--- config.mk ---
export PLATFORM = sky130hd
export DESIGN_NAME = uart_word_rx
export DESIGN_NICKNAME = d
export VERILOG_FILES = /design/src/rtl/uart_rx_pkg.sv /design/src/rtl/uart_rx_byte.sv /design/src/rtl/uart_word_rx.sv
export SDC_FILE = /design/constraint.sdc
export NUM_CORES = 1
export LEC_CHECK = 0
export ABC_AREA = 1
export BUFFER_PORTS_ARGS = -buffer_cell sky130_fd_sc_hd__buf_2
export CAP_MARGIN = 30
export CORE_AREA = 2 2 137 139
export DETAILED_ROUTE_END_ITERATION = 16
export DIE_AREA = 0 0 139 141
export HOLD_SLACK_MARGIN = 0.03
export PLACE_DENSITY_LB_ADDON = 0.3
export SLEW_MARGIN = 20
export SYNTH_ARGS = -nofsm -noshare
export SYNTH_HDL_FRONTEND = slang
export SYNTH_HIERARCHICAL = 1
export SYNTH_SLANG_ARGS = --single-unit
export TNS_END_PERCENT = 20
--- constraint.sdc ---
create_clock -name clk -period 2.3 [get_ports clk]
set_input_delay 0.46 -clock clk [delete_from_list [all_inputs] [get_ports clk]]
set_output_delay 0.46 -clock clk [all_outputs]
set_load 0.03 [all_outputs]
--- src/rtl/uart_rx_pkg.sv ---
// uart_rx_pkg: byte-FSM states, data width and counter-width helper shared by the word receiver
package uart_rx_pkg;
    localparam int DATA_BITS = 8;
    typedef enum logic [2:0] {IDLE, START, DATA, PARITY, STOP} state_t;
    function automatic int cnt_w(input int n);
        return (n < 2) ? 1 : $clog2(n);
    endfunction
endpackage

--- src/rtl/uart_rx_byte.sv ---
// uart_rx_byte: rx synchronizer and single-frame receiver; UART_RX_PARITY_EN adds an even-parity bit
module uart_rx_byte
    import uart_rx_pkg::*;
#(
    parameter int CLKS_PER_BIT = 434
) (
    input  logic                 clk,
    input  logic                 reset,
    input  logic                 rx,
    output logic [DATA_BITS-1:0] data,
    output logic                 byte_valid,
    output logic                 frame_err,
    output logic                 active
);
    localparam int CW = cnt_w(CLKS_PER_BIT);
    localparam int BC = cnt_w(DATA_BITS);
    localparam logic [CW-1:0] FULL = CW'(CLKS_PER_BIT - 1);
    localparam logic [CW-1:0] HALF = CW'(CLKS_PER_BIT / 2 - 1);
    state_t state;
    logic rx_m, rx_s, wait_high, tick;
    logic [CW-1:0] cnt;
    logic [BC-1:0] bit_cnt;
    logic [DATA_BITS-1:0] sh;
    assign tick = cnt == '0;
    assign active = state != IDLE;
    // wait_high blocks new start bits until the line has been seen idle after reset or a bad frame
    always_ff @(posedge clk) begin
        if (reset) begin
            rx_m       <= 1'b1;
            rx_s       <= 1'b1;
            state      <= IDLE;
            wait_high  <= 1'b1;
            cnt        <= '0;
            bit_cnt    <= '0;
            sh         <= '0;
            data       <= '0;
            byte_valid <= 1'b0;
            frame_err  <= 1'b0;
        end else begin
            rx_m       <= rx;
            rx_s       <= rx_m;
            byte_valid <= 1'b0;
            frame_err  <= 1'b0;
            cnt        <= tick ? FULL : cnt - CW'(1);
            case (state)
                IDLE: begin
                    cnt     <= HALF;
                    bit_cnt <= '0;
                    if (rx_s) wait_high <= 1'b0;
                    else if (!wait_high) state <= START;
                end
                START: if (tick) state <= rx_s ? IDLE : DATA;
                DATA: if (tick) begin
                    sh      <= {rx_s, sh[DATA_BITS-1:1]};
                    bit_cnt <= bit_cnt + BC'(1);
                    if (bit_cnt == BC'(DATA_BITS - 1))
`ifdef UART_RX_PARITY_EN
                        state <= PARITY;
`else
                        state <= STOP;
`endif
                end
`ifdef UART_RX_PARITY_EN
                PARITY: if (tick) begin
                    state <= ^{sh, rx_s} ? IDLE : STOP;
                    if (^{sh, rx_s}) begin
                        frame_err <= 1'b1;
                        wait_high <= 1'b1;
                    end
                end
`endif
                STOP: if (tick) begin
                    state      <= IDLE;
                    byte_valid <= rx_s;
                    frame_err  <= !rx_s;
                    wait_high  <= !rx_s;
                    if (rx_s) data <= sh;
                end
                default: state <= IDLE;
            endcase
        end
    end
endmodule

--- src/rtl/uart_word_rx.sv ---
// uart_word_rx: assembles LSB-first UART bytes into words with valid/ready handoff, overrun and timeout
// UART_RX_PARITY_EN selects 8-E-1 framing in the byte receiver
module uart_word_rx
    import uart_rx_pkg::*;
#(
    parameter int CLKS_PER_BIT   = 434,
    parameter int BYTES_PER_WORD = 8,
    parameter int TIMEOUT_BITS   = 40
) (
    input  logic                        clk,
    input  logic                        reset,
    input  logic                        rx,
    output logic [8*BYTES_PER_WORD-1:0] word_out,
    output logic                        word_valid,
    input  logic                        word_ready,
    output logic                        frame_err,
    output logic                        timeout_err,
    output logic                        overrun,
    output logic                        busy
);
    localparam int WW = DATA_BITS * BYTES_PER_WORD;
    localparam int IW = cnt_w(BYTES_PER_WORD);
    localparam int TW = cnt_w(TIMEOUT_BITS * CLKS_PER_BIT);
    localparam logic [IW-1:0] LAST = IW'(BYTES_PER_WORD - 1);
    localparam logic [TW-1:0] TLIM = TW'(TIMEOUT_BITS * CLKS_PER_BIT - 1);
    logic [DATA_BITS-1:0] data;
    logic byte_valid, active, last;
    logic [IW-1:0] byte_idx;
    logic [WW-1:0] partial, full;
    logic [TW-1:0] tcnt;
    uart_rx_byte #(.CLKS_PER_BIT(CLKS_PER_BIT)) u_byte (
        .clk(clk),
        .reset(reset),
        .rx(rx),
        .data(data),
        .byte_valid(byte_valid),
        .frame_err(frame_err),
        .active(active)
    );
    assign last = byte_idx == LAST;
    assign busy = active | byte_valid | (byte_idx != '0);
    always_comb begin
        full = partial;
        full[byte_idx*DATA_BITS +: DATA_BITS] = data;
    end
    always_ff @(posedge clk) begin
        if (reset) begin
            byte_idx    <= '0;
            partial     <= '0;
            tcnt        <= '0;
            word_out    <= '0;
            word_valid  <= 1'b0;
            overrun     <= 1'b0;
            timeout_err <= 1'b0;
        end else begin
            overrun     <= 1'b0;
            timeout_err <= 1'b0;
            tcnt        <= (active || byte_idx == '0) ? '0 : tcnt + TW'(1);
            if (word_valid && word_ready) word_valid <= 1'b0;
            if (frame_err) begin
                byte_idx <= '0;
                partial  <= '0;
            end else if (byte_valid) begin
                byte_idx <= last ? '0 : byte_idx + IW'(1);
                partial  <= last ? '0 : full;
                // a word completing in the accept cycle replaces the consumed one
                if (last && (!word_valid || word_ready)) begin
                    word_out   <= full;
                    word_valid <= 1'b1;
                end
                overrun <= last && word_valid && !word_ready;
            end else if (tcnt == TLIM) begin
                timeout_err <= 1'b1;
                byte_idx    <= '0;
                partial     <= '0;
                tcnt        <= '0;
            end
        end
    end
endmodule

==> summary.md, run 1 <==
| Metric | Value |
|---|---|
| Outcome | `finished clean` |
| CTS sink count | `185` |
| Row cnt | `50` |
| Peak VDD IR | `0.5977 mV` |
| First-pass detailed-route iteration total | `5` |
| Worst-margin pin slew | `767.6 ps` |
| Hold-fix buffers, CTS | `0` |
| Tcrit/Tclk final | `93.05%` |
| Cells after Synth | `1,318` |
| Die area | `0.01960 mm2` |
| Fin. max-slew vios | `0` |
| Critical Path Source Type | `flip-flop` |
| Initial antenna violation count | `0` |
| Final setup vio count | `0` |
| MaxCap Viol Count | `0` |
| Placer congestion estimate | `0.8663` |
| CTS tree | `built` |
| Tmin final | `2140 ps` |
| Final Hold Fails | `0` |
| Reg clk slew, reported paths | `60 ps` |
| Most common cell after layout, fill and taps aside | `nand2_1` |
| CP max stage delay | `370 ps` |
| Largest net degree at the start of global routing | `68` |
| PortBufs | `72` |
| Clock Skew | `9.422 ps` |
| Vias in the first global route | `7,581` |
| Cell area after layout | `0.01013 mm2` |
| Post-synth net total | `1,331` |
| Psw | `2.224 mW` |
| Die Wd | `139 um` |
| DR DRC count | `0` |
| RSZ-0062 raised after global routing | `true` |
| Register area share after synthesis | `41.38%` |
| Fin nets | `1,376` |
| Worst slew margin | `48.82%` |
| Critical path type | `flip-flop to primary output` |
| #FFs+latches synth | `185` |
| Mapped Area | `0.008951 mm2` |
| Avg WL per Cell | `13.59 um` |
| Synth Area per Inst | `6.791 um2` |
| # IOs | `73` |
| Global route overflow | `0` |
| Clk network pwr share | `37.2%` |
| HPWL after DPL | `14.66 mm` |
| Critical-path top delay cell | `dfxtp_1` |
| LEAKAGE | `4.577 nW` |
| H-tree depth | `4` |
| Layout cells sized above 1 | `12.94%` |
| Number of synthesis warnings | `6` |
| Min-Delay Path Class | `input pin to flip-flop` |
| Post-DRT Antenna Nets | `0` |
| Asr flop ratio synth | `0%` |
| Tot GR Track Use | `22.69%` |
| Post-synth EDFFs | `0` |
| Worst skew pair latency | `440 ps` |
| Via Count | `8,428` |
| Fmax | `467.2 MHz` |
| CTS Root Cell | `clkbuf_16` |
| Cell variety after synth | `36` |
| Final setup margin | `159.8 ps` |
| Crit end category | `primary output` |
| Clk buf depth | `2` |
| Iteration-0 DRC count of the detailed router | `776` |
| Vias per inst | `5.235` |
| Sw Share | `29.88%` |
| Reg power frac | `46.1%` |
| Area grow syn2layout | `13.13%` |
| Internal power | `5.220 mW` |
| Initial Utilization | `49.00%` |
| Total core area | `0.01827 mm2` |
| Post-place instance area | `0.009548 mm2` |
| Pwr Total | `7.444 mW` |
| Most frequent cells in the layout | `nand2_1, dfxtp_1, nand3_1, inv_1, nor2_1` |
| Placement Setup Slack | `127.4 ps` |
| WP data arrival | `1680 ps` |
| Power share of the combinational group | `16.8%` |
| First-pass GRT wire length | `36.86 mm` |
| Critical Path, Cell by Cell | `inv_1 -> ha_1 -> ha_1 -> nand2_1 -> buf_2` |
| Crit Path Max Fanout | `9` |
| Post-synth top flop | `dfxtp_1` |
| Worst EP required | `1840 ps` |
| Cell Pwr Density | `735.2 mW/mm2` |
| Critical path's most frequent cell | `ha_1` |
| Diodes inserted | `0` |
| Die H | `141 um` |
| Overall routed net length | `21.87 mm` |
| TritonCTS buffer count | `17` |
==> area by class of cell <==
cell class,count,area [um2]
Multi-Input combinational cell,887,4265
Sequential cell,185,3704
Tap cell,234,292.8
Clock buffer,20,446.7
Fill cell,1803,8142
Inverter,174,655.6
Timing Repair Buffer,98,659.4
Clock inverter,12,102.6
==> Yosys cell counts, types with 2 or more instances <==
cell / n / area share [%]
nand2_2: 5 / 0.35
and2_1: 10 / 0.70
nand4_1: 39 / 2.7
ha_1: 9 / 1.3
a21oi_1: 98 / 5.5
dfxtp_1: 185 / 41
inv_2: 6 / 0.25
xor2_1: 7 / 0.68
nor2_2: 13 / 0.91
inv_1: 166 / 7.0
o21ai_1: 10 / 0.56
nand2_4: 3 / 0.38
nand3b_1: 5 / 0.42
nor2_1: 159 / 6.7
buf_6: 2 / 0.25
nand3_1: 180 / 10
nor3_1: 11 / 0.62
nand2_1: 262 / 11
buf_1: 7 / 0.29
o21ai_0: 55 / 3.1
nor2_4: 6 / 0.75
clkbuf_1: 26 / 1.1
buf_2: 28 / 1.6
buf_4: 9 / 0.75
or2_2: 3 / 0.21
clkinv_2: 2 / 0.11
nand3_2: 3 / 0.34
==> worst max-delay path, delay by kind of cell, from the launching register on <==
| kind | cells | cell delay, ps |
|---|---|---|
| buffers and inverters | 2 | 270 |
| flip-flops | 1 | 370 |
| AND/OR/NAND/NOR | 1 | 120 |
| adder cells (fa/ha/maj) | 2 | 500 |
==> power groups by stage <==
stage | Sequential [mW] | Combinational [mW] | Clock [mW]
floorplan | 3.47 | 1.01 | 0
global placement | 3.50 | 1.23 | 0
detailed placement | 3.50 | 1.24 | 0
CTS | 3.43 | 1.24 | 2.82
global route | 3.44 | 1.43 | 2.97
finish | 3.43 | 1.25 | 2.77
==> state kept, by name, indices dropped and copies added (netlist names), 3 cells and up <==
register / cells
partial: 64
word_out: 64
byte_idx: 3
u_byte/data: 8
tcnt: 15
u_byte/sh: 8
u_byte/state: 3
u_byte/bit_cnt: 3
u_byte/cnt: 9
==> stage by stage <==
stage | util [%] | cells | setup TNS, ps | hold WS (ps)
after floorplan | - | 1318 | 0 | 389.5
after global placement | 52.27 | 1577 | 0 | 391.9
after detailed placement | 52.27 | 1577 | 0 | 398.7
after CTS | 55.27 | 1609 | 0 | 191.0
after global routing | 55.43 | 1610 | -3.208 | 205.2
final | 55.43 | 1610 | 0 | 202.6
==> timing repair <==
item / in CTS / in global routing
setup endpoints to repair: 0 / 42
buffers inserted: 0 / 1
gates resized for setup: 0 / 5
==> final timing paths <==
kind	slack, ps	cells after the start	to	from
worst max-delay path	160	5	busy	byte_idx[1]
worst min-delay path	200	2	u_byte/rx_m	rx
worst max register to register	230	8	partial[17]	byte_idx[1]
worst min register to register	410	1	u_byte/rx_s	u_byte/rx_m
==> cell families after synthesis <==
logic type      count (synthesis)  synth area share, %
fa+ha+maj                       9                1.258
xor+xnor                        8               0.7828
buf+inv                       246                11.28
compound gates                166                9.393
simple gates                  704                35.91
flops                         185                41.38
==> per-layer routing <==
metal | GRT usage [%] | vias to the layer above | wire length (um)
li1 | - | 4304 | -
met1 | 32.77 | 3856 | 10730
met2 | 34.61 | 242 | 9534
met3 | 4.552 | 26 | 1315
met4 | 6.273 | 0 | 297
met5 | 0 | - | 0
Note: power is estimated with default switching activity, not from simulation.
==> run 2, diff against run 1 <==
--- a/config.mk
+++ b/config.mk
@@ -13,6 +13,7 @@
 export DIE_AREA = 0 0 139 141
 export HOLD_SLACK_MARGIN = 0.03
 export PLACE_DENSITY_LB_ADDON = 0.3
+export REMOVE_ABC_BUFFERS = 1
 export SLEW_MARGIN = 20
 export SYNTH_ARGS = -nofsm -noshare
 export SYNTH_HDL_FRONTEND = slang
==> constraint.sdc (replaced) <==
create_clock -name clk -period 2.3 [get_ports clk]
set_input_delay 0.46 -clock clk [delete_from_list [all_inputs] [get_ports clk]]
set_output_delay 0.46 -clock clk [all_outputs]
set_load 0.005 [all_outputs]
==> run 2 against run 1 <==
- register-to-register slack got worse by 50 ps
- sequential power is essentially flat
- count of clock-buffer cells in the layout up 2
- sequential cell count stayed put
- combinational power hardly changed
==> summary.md, run 2 (synthesis results as in run 1) <==
| Metric | Value |
|---|---|
| Outcome | `finished clean` |
| Core Util, Final | `55.38% (about the same)` |
| Tmin final | `2161 ps (+20.64 ps)` |
| Largest regs | `partial: 64 flops, word_out: 64 flops, tcnt: 15 flops` |
| CTS sink count | `185 (unchanged)` |
| CTS tree | `built` |
| Clk buf depth | `2 (unchanged)` |
| Pwr Total | `7.568 mW (+1.7%)` |
| Worst Setup SP | `byte_idx[0]` |
| Critical Path Source Type | `flip-flop` |
| H-tree depth | `4 (unchanged)` |
| HPWL after DPL | `14.16 mm (-3.5%)` |
| WP data arrival | `1700 ps (+20 ps)` |
| Post-DRT Antenna Nets | `0 (unchanged)` |
| Worst slew margin | `64.38% (+16 points)` |
| Min-Delay Path Class | `input pin to flip-flop` |
| CTS Root Cell | `clkbuf_16` |
| Via Count | `8,310 (-1.4%)` |
| Worst EP required | `1840 ps (about the same)` |
| Fin. max-slew vios | `0 (unchanged)` |
| Reg-to-reg endpoint | `partial[16]` |
| Critical path type | `flip-flop to primary output` |
| Tcrit/Tclk final | `93.95% (+0.90 points)` |
| Reg clk slew, reported paths | `60 ps (about the same)` |
| Iteration-0 DRC count of the detailed router | `785 (+1.2%)` |
| Row cnt | `50 (unchanged)` |
| Area grow syn2layout | `13.03% (about the same)` |
| Most frequent cells in the layout | `nand2_1, dfxtp_1, nand3_1, inv_1, nor2_1` |
| Final Hold Fails | `0 (unchanged)` |
| First-pass GRT wire length | `36.42 mm (-1.2%)` |
| Die area | `0.01960 mm2 (unchanged)` |
| Diodes inserted | `0 (unchanged)` |
| Fmax | `462.8 MHz (-0.96%)` |
| Cell Pwr Density | `748.0 mW/mm2 (+1.7%)` |
| RSZ-0062 raised after global routing | `true` |
| Final setup vio count | `0 (unchanged)` |
| Tot GR Track Use | `22.51% (-0.17 points)` |
| Initial antenna violation count | `0 (unchanged)` |
| Placement Setup Slack | `219.9 ps (+92.54 ps)` |
| Avg WL per Cell | `13.58 um (about the same)` |
| Vias in the first global route | `7,438 (-1.9%)` |
| Post-place instance area | `0.009525 mm2 (-0.24%)` |
| # IOs | `73 (unchanged)` |
| Crit end category | `primary output` |
| Global route overflow | `0 (unchanged)` |
| Peak VDD IR | `0.6015 mV (+0.64%)` |
| Total core area | `0.01827 mm2 (unchanged)` |
| DP Cell Count | `1,579 (+0.13%)` |
| Initial Utilization | `49.00% (unchanged)` |
| TritonCTS buffer count | `17 (unchanged)` |
| Flop2flop setup slack | `180 ps (-50 ps)` |
| RR Startpoint | `byte_idx[1]` |
| Largest net degree at the start of global routing | `68 (unchanged)` |
| Layout cells sized above 1 | `12.78% (-0.15 points)` |
| Final Non-Filler Cells | `1,611 (+0.062%)` |
| LEAKAGE | `4.588 nW (+0.25%)` |
| Overall routed net length | `21.87 mm (about the same)` |
| Die H | `141 um (unchanged)` |
| PortBufs | `72 (unchanged)` |
| Placer congestion estimate | `0.8533 (-1.5%)` |
| MaxCap Viol Count | `0 (unchanged)` |
| Worst skew pair latency | `440 ps (about the same)` |
| WHS | `212.6 ps (+9.959 ps)` |
| Worst-margin pin slew | `533.7 ps (-233.9 ps)` |
| DR DRC count | `0 (unchanged)` |
| Reg2Reg Depth | `8 (unchanged)` |
| Crit Path Max Fanout | `9 (unchanged)` |
| Most common cell after layout, fill and taps aside | `nand2_1` |
| Final setup margin | `139.2 ps (-20.64 ps)` |
| Setup TNS | `0 ps (unchanged)` |
| Fill cells | `1,767 (-2.0%)` |
| First-pass detailed-route iteration total | `5 (unchanged)` |
| Cell area after layout | `0.01012 mm2 (about the same)` |
| Clock Skew | `9.556 ps (+0.1339 ps)` |
| Die Wd | `139 um (unchanged)` |
| Fin nets | `1,377 (+0.073%)` |
| Setup crit end | `busy` |
| Vias per inst | `5.158 (-1.5%)` |
[run 2: layout make-up]
cell class | count | area, um2 | area share, %
repair buffers | 99 | 629.4 | 6.221
inverters | 174 | 655.6 | 6.480
clock buffers | 22 | 464.2 | 4.588
clock inverters | 10 | 118.9 | 1.175
well taps | 234 | 292.8 | 2.894
flip-flops and latches | 185 | 3704 | 36.61
multi-input cells | 887 | 4253 | 42.04
[run 2: critical path: stages (launching register included)]
cell and delay, ps:
dfxtp_1 310, inv_1 120, ha_1 210, ha_1 360, nand2_1 130, buf_2 140
[run 2: how the worst min path moves through the flow]
stage	start	end	slack [ps]	depth (start not counted)
3_3_place_gp	u_byte/rx_m	u_byte/rx_s	400	1
6_report	rx	u_byte/rx_m	210	2
4_1_cts	rx	u_byte/rx_m	190	2
3_5_place_dp	u_byte/rx_m	u_byte/rx_s	400	1
2_1_floorplan	u_byte/rx_m	u_byte/rx_s	390	1
5_1_grt	rx	u_byte/rx_m	210	2
[run 2: power breakdown]
| group | total [mW] | switching (mW) | internal, mW |
|---|---|---|---|
| registers | 3.43 | 0.114 | 3.31 |
| clock network | 2.91 | 1.25 | 1.66 |
| logic | 1.23 | 0.835 | 0.391 |
| total | 7.57 | 2.20 | 5.37 |
[run 2: metal layers]
layer / global-route usage, % / part of all wire, % / vias up
met5: 0 / 0 / -
met4: 6.273 / 1.4 / 0
met3: 4.518 / 4.6 / 26
met2: 37.98 / 47 / 179
met1: 29.50 / 47 / 3795
li1: - / - / 4310
[run 2: repair_timing]
action	in CTS	in global routing
setup endpoints to repair	0	3
setup buffers	0	0
resized for setup	0	2
hold buffers	0	0
==> run 3, diff against run 2 <==
--- a/config.mk
+++ b/config.mk
@@ -8,9 +8,9 @@
 export ABC_AREA = 1
 export BUFFER_PORTS_ARGS = -buffer_cell sky130_fd_sc_hd__buf_2
 export CAP_MARGIN = 30
-export CORE_AREA = 2 2 137 139
+export CORE_AREA = 2 2 131 133
 export DETAILED_ROUTE_END_ITERATION = 16
-export DIE_AREA = 0 0 139 141
+export DIE_AREA = 0 0 133 135
 export HOLD_SLACK_MARGIN = 0.03
 export PLACE_DENSITY_LB_ADDON = 0.3
 export REMOVE_ABC_BUFFERS = 1
==> run 3 against run 2 <==
- count of clock-buffer cells in the layout shrank 1
- via count grew 1.3%
- global-route usage rose by 1.6 points
- critical path type is now flip-flop to flip-flop
==> summary.md, run 3 (synthesis results as in run 1) <==
| Metric | Value |
|---|---|
| Outcome | `finished clean` |
| First-pass detailed-route iteration total | `5 (unchanged)` |
| Tot GR Track Use | `24.14% (+1.6 points)` |
| Min-Delay Path Class | `input pin to flip-flop` |
| Final setup margin | `165.8 ps (+26.60 ps)` |
| Vias per inst | `5.281 (+2.4%)` |
| CTS Root Cell | `clkbuf_16` |
| Die Wd | `133 um (-4.3%)` |
| # resized after CTS | `0 (unchanged)` |
| HPWL after DPL | `14.21 mm (+0.37%)` |
| Most common cell after layout, fill and taps aside | `nand2_1` |
| Critical path type | `flip-flop to flip-flop` |
| CP max stage delay | `390 ps (+30 ps)` |
| Fmax | `468.6 MHz (+1.2%)` |
| TritonCTS buffer count | `17 (unchanged)` |
| Pwr Total | `7.546 mW (-0.30%)` |
| # IOs | `73 (unchanged)` |
| Iteration-0 DRC count of the detailed router | `774 (-1.4%)` |
| Layout cells sized above 1 | `12.88% (+0.10 points)` |
| Tmin final | `2134 ps (-26.60 ps)` |
| CP top delay family | `adder cells` |
| RSZ-0062 raised after global routing | `true` |
| Total core area | `0.01641 mm2 (-10%)` |
| Worst-margin pin slew | `521.8 ps (-11.84 ps)` |
| DR DRC count | `0 (unchanged)` |
| Overall routed net length | `21.23 mm (-2.9%)` |
| WHS | `213.2 ps (+0.6450 ps)` |
| Worst skew pair latency | `430 ps (about the same)` |
| Worst slew margin | `65.13% (+0.74 points)` |
| Reg clk slew, reported paths | `70 ps (about the same)` |
| CTS tree | `built` |
| Crit end category | `flip-flop` |
| MaxCap Viol Count | `0 (unchanged)` |
| Cell Pwr Density | `746.4 mW/mm2 (-0.22%)` |
| First-pass GRT wire length | `35.72 mm (-1.9%)` |
| LEAKAGE | `4.573 nW (-0.33%)` |
| Worst Hold End | `u_byte/rx_m` |
| Post-DRT Antenna Nets | `0 (unchanged)` |
| Flop2flop setup slack | `170 ps (about the same)` |
| Post-place instance area | `0.009518 mm2 (about the same)` |
| Diodes inserted | `0 (unchanged)` |
| Vias in the first global route | `7,583 (+1.9%)` |
| Initial antenna violation count | `0 (unchanged)` |
| H-tree depth | `4 (unchanged)` |
| Largest regs | `partial: 64 flops, word_out: 64 flops, tcnt: 15 flops` |
| CTS sink count | `185 (unchanged)` |
| Clock Skew | `10.67 ps (+1.114 ps)` |
| Final Hold Fails | `0 (unchanged)` |
| Die area | `0.01796 mm2 (-8.4%)` |
| Reg2Reg Depth | `10 (+2)` |
| Critical Path, Cell by Cell | `inv_1 -> ha_1 -> ha_2 -> inv_2 -> nor2_4 -> nand2_2 -> nand2_1 -> o21ai_0 -> o21ai_0 -> inv_1` |
| Most frequent cells in the layout | `nand2_1, dfxtp_1, nand3_1, inv_1, nor2_1` |
| Hold depth | `2 (unchanged)` |
| Fin nets | `1,375 (-0.15%)` |
| PortBufs | `72 (unchanged)` |
| Placement Setup Slack | `200.8 ps (-19.08 ps)` |
| Critical-path top delay cell | `ha_2` |
| Fill cells | `1,502 (-15%)` |
| Tcrit/Tclk final | `92.79% (-1.2 points)` |
| Critical Path Source Type | `flip-flop` |
| Reg-to-reg endpoint | `word_out[33]` |
| Cell area after layout | `0.01011 mm2 (about the same)` |
| Fin. max-slew vios | `0 (unchanged)` |
| Die H | `135 um (-4.3%)` |
| Peak VDD IR | `0.5268 mV (-12%)` |
| Final setup vio count | `0 (unchanged)` |
| Worst EP required | `2620 ps (+780 ps)` |
| Min-delay src | `rx` |
| Clk buf depth | `2 (unchanged)` |
| Area grow syn2layout | `12.94% (about the same)` |
| WP data arrival | `2460 ps (+760 ps)` |
| Initial Utilization | `54.56% (+5.6 points)` |
| Crit Path Max Fanout | `24 (+15)` |
| Avg WL per Cell | `13.32 um (-1.9%)` |
| Placer congestion estimate | `0.8570 (+0.43%)` |
| RR Startpoint | `byte_idx[0]` |
| Setup bufs post-CTS | `0 (unchanged)` |
| Setup TNS | `0 ps (unchanged)` |
| Global route overflow | `0 (unchanged)` |
| CP bufs+invs | `3 (+1)` |
| Hold-fix buffers, CTS | `0 (unchanged)` |
| Row cnt | `47 (-6.0%)` |
| Via Count | `8,418 (+1.3%)` |
| Largest net degree at the start of global routing | `65 (-4.4%)` |
-- run 3: cell type report --
class                   instances  area (um2)  area share, %
inverters                     174       655.6          6.485
flip-flops and latches        185        3704          36.63
multi-input cells             887        4260          42.14
clock inverters                10       118.9          1.176
clock buffers                  21       460.4          4.554
well taps                     220       275.3          2.723
repair buffers                 97       635.6          6.287
-- run 3: how the worst max path moves through the flow --
stage                           start            to  slack [ps]  cells past startpoint
final                     byte_idx[0]  word_out[33]         170                     10
after detailed placement  byte_idx[0]   word_out[8]         200                     10
after floorplan           byte_idx[0]   byte_idx[0]       -1010                      5
after global routing      byte_idx[0]  word_out[37]        -0.7                     10
after global placement    byte_idx[0]   word_out[8]         260                     10
after CTS                 byte_idx[0]          busy         100                      5
-- run 3: power breakdown --
group / total, mW / internal, mW / switching (mW) / leakage (nW)
clock network: 2.91 / 1.66 / 1.25 / 0.276
registers: 3.43 / 3.31 / 0.113 / 1.49
logic: 1.21 / 0.391 / 0.818 / 2.80
total: 7.55 / 5.36 / 2.18 / 4.57
-- run 3: through the flow --
step	util [%]	std cells
finish	61.62	1594
global route	61.62	1594
CTS	61.54	1594
detailed placement	58.01	1563
global placement	58.01	1563
floorplan	-	1246
-- run 3: worst reg2reg max path: cells and delay by family, from the launching register on --
family          cells  cell delay (ps)
buf+inv             3              290
flops               1              350
simple gates        3              480
fa+ha+maj           2              630
compound gates      2              260
-- run 3: metal layers --
layer	GRT usage [%]	up-vias	wire length, um
met5	0	-	0
met2	40.53	230	10140
met1	31.27	3855	9595
li1	-	4298	-
met3	4.392	35	1053
met4	8.722	0	433
